File: src/rtl/imem_loader_pkg.sv
// Shared definitions for the instruction-memory loader: FSM encoding and word geometry.
package loader_pkg;

   typedef enum logic [2:0] {
      ST_IDLE  = 3'd0,
      ST_COUNT = 3'd1,
      ST_DATA  = 3'd2,
      ST_CSUM  = 3'd3,
      ST_DONE  = 3'd4,
      ST_ERROR = 3'd5
   } state_t;

   localparam int BYTES_PER_WORD = 4;

endpackage

File: src/rtl/imem_loader_if.sv
// Byte-stream input and instruction-memory write port of the loader, bundled.
interface imem_loader_if #(
   parameter int AW = 6
);
   logic          in_valid;
   logic [7:0]    in_data;
   logic          in_ready;
   logic          mem_we;
   logic [AW-1:0] mem_addr;
   logic [31:0]   mem_wdata;

   modport master (
      input  in_valid, in_data,
      output in_ready, mem_we, mem_addr, mem_wdata
   );

   modport slave (
      output in_valid, in_data,
      input  in_ready, mem_we, mem_addr, mem_wdata
   );
endinterface

File: src/rtl/imem_loader_byte_packer.sv
// Assembles little-endian 32-bit words from accepted bytes; flags the cycle the 4th byte arrives.
module byte_packer
   import loader_pkg::*;
(
   input  logic        clock,
   input  logic        reset,
   input  logic        clear,
   input  logic        accept,
   input  logic [7:0]  data,
   output logic [31:0] word,
   output logic        word_valid
);

   logic [1:0]  byte_idx_reg;
   // Only the three older bytes need storage; the newest one is taken straight from data.
   logic [23:0] shift_reg;

   always_ff @(posedge clock or posedge reset) begin
      if (reset) begin
         byte_idx_reg <= 2'd0;
         shift_reg    <= 24'd0;
      end else if (clear) begin
         byte_idx_reg <= 2'd0;
         shift_reg    <= 24'd0;
      end else if (accept) begin
         byte_idx_reg <= byte_idx_reg + 2'd1;
         shift_reg    <= {data, shift_reg[23:8]};
      end
   end

   assign word       = {data, shift_reg};
   assign word_valid = accept && (byte_idx_reg == 2'(BYTES_PER_WORD - 1));

endmodule

File: src/rtl/imem_loader.sv
// Loads a checksummed byte-stream program image into instruction memory and
// keeps the core in reset until a good image is in place.
module imem_loader
   import loader_pkg::*;
#(
   parameter int DEPTH = 64,
   parameter int AW    = 6
)(
   input  logic          clock,
   input  logic          reset,
   input  logic          load,
   imem_loader_if.master bus,
   output logic          core_reset_,
   output logic          busy,
   output logic          done,
   output logic          err
);

   state_t        state_reg, state_next;
   logic          in_ready_reg, in_ready_next;
   logic          busy_reg, busy_next;
   logic          done_reg, done_next;
   logic          err_reg, err_next;
   logic          core_reset_reg, core_reset_next;
   logic [7:0]    count_reg;
   logic [7:0]    word_cnt_reg;
   logic [7:0]    csum_reg;
   logic          mem_we_reg;
   logic [AW-1:0] mem_addr_reg;
   logic [31:0]   mem_wdata_reg;

   logic          accept;
   logic          count_bad;
   logic          last_word;
   logic [31:0]   word;
   logic          word_valid;

   assign accept    = bus.in_valid && in_ready_reg;
   assign count_bad = (bus.in_data == 8'd0) || (int'(bus.in_data) > DEPTH);
   assign last_word = (word_cnt_reg == count_reg - 8'd1);

   byte_packer u_packer (
      .clock      (clock),
      .reset      (reset),
      .clear      ((state_reg == ST_COUNT) && accept),
      .accept     ((state_reg == ST_DATA) && accept),
      .data       (bus.in_data),
      .word       (word),
      .word_valid (word_valid)
   );

   // State and the status flags that are pure functions of it.
   always_ff @(posedge clock or posedge reset) begin
      if (reset) begin
         state_reg      <= ST_IDLE;
         in_ready_reg   <= 1'b0;
         busy_reg       <= 1'b0;
         done_reg       <= 1'b0;
         err_reg        <= 1'b0;
         core_reset_reg <= 1'b0;
      end else begin
         state_reg      <= state_next;
         in_ready_reg   <= in_ready_next;
         busy_reg       <= busy_next;
         done_reg       <= done_next;
         err_reg        <= err_next;
         core_reset_reg <= core_reset_next;
      end
   end

   always_comb begin
      state_next = state_reg;
      case (state_reg)
         ST_IDLE, ST_DONE, ST_ERROR: if (load) state_next = ST_COUNT;
         ST_COUNT: if (accept) state_next = count_bad ? ST_ERROR : ST_DATA;
         ST_DATA:  if (word_valid && last_word) state_next = ST_CSUM;
         ST_CSUM:  if (accept) state_next = (bus.in_data == csum_reg) ? ST_DONE : ST_ERROR;
         default:  state_next = ST_IDLE;
      endcase
   end

   // Flags are derived from the next state so they register alongside it.
   always_comb begin
      busy_next       = state_next inside {ST_COUNT, ST_DATA, ST_CSUM};
      in_ready_next   = busy_next;
      done_next       = (state_next == ST_DONE);
      err_next        = (state_next == ST_ERROR);
      core_reset_next = done_next;
   end

   always_ff @(posedge clock or posedge reset) begin
      if (reset) begin
         count_reg     <= 8'd0;
         word_cnt_reg  <= 8'd0;
         csum_reg      <= 8'd0;
         mem_we_reg    <= 1'b0;
         mem_addr_reg  <= '0;
         mem_wdata_reg <= 32'd0;
      end else begin
         mem_we_reg <= 1'b0;
         if ((state_reg == ST_COUNT) && accept) begin
            count_reg    <= bus.in_data;
            word_cnt_reg <= 8'd0;
            csum_reg     <= 8'd0;
         end
         if ((state_reg == ST_DATA) && accept) begin
            csum_reg <= csum_reg + bus.in_data;
         end
         if (word_valid) begin
            mem_we_reg    <= 1'b1;
            mem_addr_reg  <= word_cnt_reg[AW-1:0];
            mem_wdata_reg <= word;
            word_cnt_reg  <= word_cnt_reg + 8'd1;
         end
      end
   end

   assign bus.in_ready  = in_ready_reg;
   assign bus.mem_we    = mem_we_reg;
   assign bus.mem_addr  = mem_addr_reg;
   assign bus.mem_wdata = mem_wdata_reg;
   assign core_reset_   = core_reset_reg;
   assign busy          = busy_reg;
   assign done          = done_reg;
   assign err           = err_reg;

endmodule
File: src/flat_wrapper.sv
// flat-port wrapper written by rule: the top's interface ports become plain ports
module imem_loader_flat import loader_pkg::*;
#(
   parameter int DEPTH = 64,
   parameter int AW    = 6
)
  (clock, reset, load, core_reset_, busy, done, err, bus_in_valid, bus_in_data, bus_in_ready, bus_mem_we, bus_mem_addr, bus_mem_wdata);
  imem_loader_if #(.AW(AW)) bus_i ();
  input  logic clock;
  input  logic reset;
  input  logic load;
  output logic core_reset_;
  output logic busy;
  output logic done;
  output logic err;
  input wire logic [$bits(bus_i.in_valid)-1:0] bus_in_valid;
  input wire logic [$bits(bus_i.in_data)-1:0] bus_in_data;
  output wire logic [$bits(bus_i.in_ready)-1:0] bus_in_ready;
  output wire logic [$bits(bus_i.mem_we)-1:0] bus_mem_we;
  output wire logic [$bits(bus_i.mem_addr)-1:0] bus_mem_addr;
  output wire logic [$bits(bus_i.mem_wdata)-1:0] bus_mem_wdata;
  assign bus_i.in_valid = bus_in_valid;
  assign bus_i.in_data = bus_in_data;
  assign bus_in_ready = bus_i.in_ready;
  assign bus_mem_we = bus_i.mem_we;
  assign bus_mem_addr = bus_i.mem_addr;
  assign bus_mem_wdata = bus_i.mem_wdata;
  imem_loader #(.DEPTH(DEPTH), .AW(AW)) u_core (.clock(clock), .reset(reset), .load(load), .bus(bus_i), .core_reset_(core_reset_), .busy(busy), .done(done), .err(err));
endmodule
File: config.mk
export PLATFORM = sky130hd
export DESIGN_NAME = imem_loader_flat
export DESIGN_NICKNAME = d
export VERILOG_FILES = /design/src/rtl/imem_loader_pkg.sv /design/src/rtl/imem_loader_if.sv /design/src/rtl/imem_loader_byte_packer.sv /design/src/rtl/imem_loader.sv /design/src/flat_wrapper.sv
export SDC_FILE = /design/constraint.sdc
export NUM_CORES = 1
export LEC_CHECK = 0
export CAP_MARGIN = 5
export CORE_ASPECT_RATIO = 1.1
export CORE_MARGIN = 2
export CORE_UTILIZATION = 55
export DETAILED_ROUTE_END_ITERATION = 8
export PLACE_DENSITY_LB_ADDON = 0.3
export SYNTH_ARGS = -nofsm -noshare
export SYNTH_HDL_FRONTEND = slang
export SYNTH_SLANG_ARGS = --single-unit
File: constraint.sdc
create_clock -name clock -period 4.2 [get_ports clock]
set_input_delay 0.84 -clock clock [delete_from_list [all_inputs] [get_ports clock]]
set_output_delay 0.84 -clock clock [all_outputs]
set_load 0.01 [all_outputs]
==> results of run 1 <==
==> worst paths after layout <==
check,start,depth (start not counted),endpoint
worst max-delay path,bus_in_data[4],7,u_core.bus.in_ready
worst min-delay path,u_core.u_packer.shift_reg[2],2,u_core.bus.mem_wdata[2]
worst max register to register,u_core.state_reg[1],5,u_core.csum_reg[7]
worst min register to register,u_core.u_packer.shift_reg[2],2,u_core.bus.mem_wdata[2]
max in group asynchronous,reset,3,u_core.bus.mem_wdata[9]
min in group asynchronous,reset,2,u_core.bus.mem_wdata[12]
==> synthesized netlist by cell type, types with 2 or more instances <==
master    instances
clkbuf_1         16
o31ai_1           3
buf_4             2
dfrtp_1          95
xnor2_1           9
buf_1             4
and2_1            3
nand4_1           5
a21o_1            3
nor3_1            4
or3_1             2
xor2_1            7
o21bai_1          3
inv_1             5
nor4_1            3
nor2b_1           5
buf_2             3
mux2i_1           4
o31a_1            2
ha_1             10
nor2_1           12
and3_1            2
nand3b_1          2
nor3b_1           3
nand2_1         181
o211a_1           2
a21oi_1          20
o21ai_0          16
a22o_1           15
nand3_1           5
==> layer usage <==
layer | vias up | part of all wire | global-route usage
li1 | 1672 | - | -
met1 | 1661 | 0.44 | 0.322
met2 | 100 | 0.49 | 0.365
met3 | 14 | 0.048 | 0.0408
met4 | 0 | 0.019 | 0.0953
met5 | - | 0 | 0
==> power by group <==
group / internal, uW / switching, uW
sequential: 1030 / 129
combinational: 304 / 369
clock: 344 / 330
total: 1680 / 828
==> cells by family (layout without fill, tap and decap cells) <==
logic type | count (synthesis) | after routing | synth area share
buf+inv | 31 | 83 | 0.0292
flops | 95 | 95 | 0.544
simple gates | 236 | 236 | 0.230
xor+xnor | 16 | 16 | 0.0321
compound gates | 77 | 77 | 0.122
mux | 4 | 4 | 0.00917
fa+ha+maj | 11 | 11 | 0.0332
==> final cells by class <==
cell class                 count  share of cell area
sequential                    95               0.455
clock buffer                   9              0.0237
tap                          108              0.0259
timing repair buffer          61               0.114
inverter                       6             0.00455
clock inverter                 7              0.0199
multi-input combinational    344               0.357
==> tightest hold or removal path, stage by stage, from the launching register on <==
cell and delay (ns):
dfrtp_1 0.35, nand2_1 0.05, nand2_1 0.05
==> per-stage QoR <==
| step | power (uW) | cell area [um2] | hold WS, ns | utilization | instances |
|---|---|---|---|---|---|
| floorplan | 1650 | 4370 | 0.439 | - | 470 |
| global placement | 1810 | 4990 | 0.451 | 0.638 | 614 |
| detailed placement | 1840 | 4990 | 0.458 | 0.638 | 614 |
| CTS | 2520 | 5220 | 0.478 | 0.667 | 630 |
| global route | 2650 | 5220 | 0.503 | 0.667 | 630 |
| finish | 2500 | 5220 | 0.478 | 0.667 | 630 |
==> impl_results.md, run 1 <==
* Status: finished, final reports clean
* Crit path max-delay cell type: clkdlybuf4s50_1
* Max-Cap Viols at 0
* Post-synth EDFFs at 0
* Reg clk slew, reported paths at 0.09 ns
* Largest net degree at the start of global routing at 54
* NumNets Final at 540
* GP Congestion at 0.935
* Post CTS Setup Buffer Count at 0
* Ys flop type: dfrtp_1
* Net Count, Synth at 493
* Worst VDD drop at 286 uV
* Setup TNS at 0 ns
* Reg2Reg Setup Slack at 2.02 ns
* Most common cell after layout, fill and taps aside: nand2_1
* Port Buffer Count at 55
* Clk sinks at 95
* Area contributors post-synth: dfrtp_1, nand2_1, a22o_1, ha_1, a21oi_1
* Core box area at 7830 um2
* Pwr dens at 480 nW/um2
* Area share of the largest cell type after synthesis at 0.544
* Core Rows at 34
* Max reg flops at 32
* Leakage Power at 0.00254 uW
* Yosys cell types at 54
* Die height at 97.5 um
* Global-route wire length before repair at 15.9 mm
* Seq/Total Area, Yosys at 0.544
* Clock root buffer: clkbuf_8
* Total gr overflow at 0
* Fillers at 643
* Drt total wl at 9.21 mm
* Cell taking the most area after synthesis: dfrtp_1
* Chip width at 89.0 um
* CTS tree: yes
* Worst min path class: reg2reg
* Delay of the slowest cell on the worst path at 0.55 ns
* Die Footprint at 8670 um2
* Initial DRC count at 202
* Final Max Tran Viols at 0
* Cells after Synth at 470
* CTS buffer count at 9
* Worst path required time at 4.45 ns
* Crit-path max FO at 6
* Layout area overhead at 19.6%
* Period minus WS final at 2.71 ns
* Routed Antenna Nets at 0
* Syn avg cell area at 9.29 um2
* Storage cell area at 2380 um2
* FMAX at 369 MHz
* Final Skew at 0.00943 ns
* Vias in the first global route at 3418
* Fin crit share at 0.645
* Total Routing Usage GR at 0.233
* DRT Pass-1 Iters at 4
* Worst Max-Slew Pin Slew at 0.888 ns
* Multi-input gate area at 1860 um2
* Post-cts sizing count at 0
* Slew headroom at 0.407
* Crit Path Category: in2reg
* Layout cells sized above 1 at 0.0536
* Cell Chain, Critical Path: clkdlybuf4s50_1 -> ha_1 -> nor3_1 -> nand4_1 -> a22oi_1 -> a2bb2oi_1 -> o2111a_1
* Buffers and inverters on the worst path at 1
* Critical Path AT at 2.96 ns
* Top delay family on crit path: compound AO/OA/AOI/OAI gates
* Residual DRC count at 0
* Final hold vios at 0
* H-tree depth at 3
* Via count at 3447
* Most frequent cells in the layout: nand2_1, dfrtp_1, clkdlybuf4s50_1
* CTS Hold Bufs at 0
* Hpwl dp at 6.36 mm
* Initial Util at 0.558
* WL/cell at 14.6 um
* RSZ-0062 raised after global routing: no
* Startpoint Class: input pin
* YS warnings at 0
* Antenna violations before repair at 0
* #FFs+latches synth at 95
* I/O pins at 56
* Clk buf depth at 2
* Setup ws final at 1.49 ns
* Mapped Area at 4370 um2
* CP Capture Type: flop
* Worst skew pair latency at 0.36 ns
* # diodes at 0
* Dpl ws at 1.15 ns
* Final setup viols at 0
* Asr flop ratio synth at 1.00
* Vias per cell at 5.47
Note: power is estimated with default switching activity, not from simulation.
==> run 2, diff against run 1 <==
--- a/config.mk
+++ b/config.mk
@@ -8,7 +8,7 @@
 export CAP_MARGIN = 5
 export CORE_ASPECT_RATIO = 1.1
 export CORE_MARGIN = 2
-export CORE_UTILIZATION = 55
+export CORE_UTILIZATION = 50
 export DETAILED_ROUTE_END_ITERATION = 8
 export PLACE_DENSITY_LB_ADDON = 0.3
 export SYNTH_ARGS = -nofsm -noshare
==> constraint.sdc (replaced) <==
create_clock -name clock -period 2.34 [get_ports clock]
set_input_delay 0.468 -clock clock [delete_from_list [all_inputs] [get_ports clock]]
set_output_delay 0.468 -clock clock [all_outputs]
set_load 0.01 [all_outputs]
==> impl_results.md, run 2 (synthesis gave the netlist of run 1 again) <==
* Status: finished, final reports clean
* CTS buffer count at 9
* Reg2Reg Setup Slack at 0.27 ns
* Setup TNS at 0 ns
* CTS Hold Bufs at 0
* RSZ-0062 raised after global routing: no
* Layout area overhead at 24.7%
* Residual DRC count at 0
* RR Endpoint: u_core.err
* Worst r2r src: u_core.count_reg[3]
* Pint at 2910 uW
* Slew headroom at 0.603
* WL/cell at 14.6 um
* DRT Pass-1 Iters at 5
* Core Rows at 35
* Storage cell area at 2380 um2
* Total gr overflow at 0
* CP startpoint: bus_in_data[0]
* Net Switching at 1550 uW
* Fin crit share at 0.935
* Critical Path AT at 2.43 ns
* Worst Max-Slew Pin Slew at 0.590 ns
* Final setup viols at 0
* Seq pwr share at 0.466
* Crit path to: u_core.err
* Startpoint Class: input pin
* Drt total wl at 9.68 mm
* Post-cts sizing count at 0
* H-tree depth at 3
* Clk sinks at 95
* Worst VDD drop at 471 uV
* Placed Instances at 649
* Reg clk slew, reported paths at 0.11 ns
* Sw frac at 0.347
* Port Buffer Count at 55
* Clk network pwr share at 0.226
* Chip width at 93.1 um
* Area after DPL at 5270 um2
* Vias per cell at 5.41
* Antenna violations before repair at 0
* Via count at 3597
* Crit Path Category: in2reg
* Initial DRC count at 170
* Layout cells sized above 1 at 0.108
* Max reg flops at 32
* Clk buf depth at 2
* Post CTS Setup Buffer Count at 0
* Fin area at 5440 um2
* Final non-filler cell total at 665
* CP Capture Type: flop
* Fillers at 726
* FMAX at 457 MHz
* Max-Cap Viols at 0
* Largest net degree at the start of global routing at 61
* Routed Antenna Nets at 0
* NumNets Final at 572
* Crit-path max FO at 3
* Pwr dens at 818 nW/um2
* # diodes at 0
* Logic pwr share at 0.308
* Vias in the first global route at 3392
* Post-layout util at 0.644
* Worst skew pair latency at 0.37 ns
* Final Max Tran Viols at 0
* Worst path required time at 2.58 ns
* Die height at 102 um
* I/O pins at 56
* Global-route wire length before repair at 16.4 mm
* Worst min path class: in2async
* Core box area at 8450 um2
* Period minus WS final at 2.19 ns
* Setup ws final at 0.153 ns
* CTS tree: yes
* Most frequent cells in the layout: nand2_1, dfrtp_1, clkdlybuf4s50_1
* Dpl ws at -0.222 ns
* Leakage Power at 0.00269 uW
* GP Congestion at 0.919
* Multi-input gate area at 1860 um2
* Total Routing Usage GR at 0.219
* Worst-case reg-to-reg path depth at 5
* Final Skew at 0.0167 ns
* Hpwl dp at 7.06 mm
* Final hold vios at 0
* Initial Util at 0.517
* Clock root buffer: clkbuf_8
* Most common cell after layout, fill and taps aside: nand2_1
* Die Footprint at 9500 um2
run 2: cell count changes in the layout (fill, tap and decap cells not counted), sizes merged:
cell    delta
buf       +32
bufinv     -2
clkinv     +2
run 2: area by class of cell:
cell class / count / area share
timing repair buffer: 93 / 0.158
clock buffer: 9 / 0.0228
clock inverter: 7 / 0.0101
multi-input combinational: 344 / 0.342
tap: 111 / 0.0255
inverter: 6 / 0.00483
sequential: 95 / 0.437
run 2: how the worst min path moves through the flow:
| stage | start | end | slack (ns) |
|---|---|---|---|
| floorplan | u_core.u_packer.shift_reg[0] | u_core.bus.mem_wdata[0] | 0.44 |
| global placement | u_core.u_packer.shift_reg[4] | u_core.bus.mem_wdata[4] | 0.45 |
| detailed placement | u_core.u_packer.shift_reg[2] | u_core.bus.mem_wdata[2] | 0.46 |
| CTS | reset | u_core.bus.mem_wdata[4] | 0.44 |
| global route | reset | u_core.bus.mem_wdata[4] | 0.48 |
| finish | reset | u_core.bus.mem_wdata[4] | 0.42 |
run 2: per-layer routing:
layer | vias to the layer above | global-route usage | wire [um]
met5 | - | 0 | 0
met3 | 13 | 0.0199 | 433
met2 | 94 | 0.352 | 4650
met1 | 1758 | 0.317 | 4450
li1 | 1732 | - | -
met4 | 0 | 0.0747 | 146
run 2: critical path, stage by stage:
cell and delay (ns):
clkdlybuf4s50_1 0.44, or4_1 0.58, o31a_1 0.28, o31ai_1 0.36, and2_1 0.22, a21boi_1 0.08
run 2: power by group through the flow:
stage	registers (uW)	clock network, uW	logic (uW)
global placement	2090	0	1330
finish	2070	1010	1370
global route	2100	1090	1540
detailed placement	2100	0	1370
CTS	2070	1020	1380
floorplan	2040	0	933
run 2: through the flow:
stage / hold WS, ns / power [uW]
3_3_place_gp: 0.452 / 3420
3_5_place_dp: 0.458 / 3470
4_1_cts: 0.441 / 4470
2_1_floorplan: 0.439 / 2970
5_1_grt: 0.482 / 4740
6_report: 0.423 / 4460
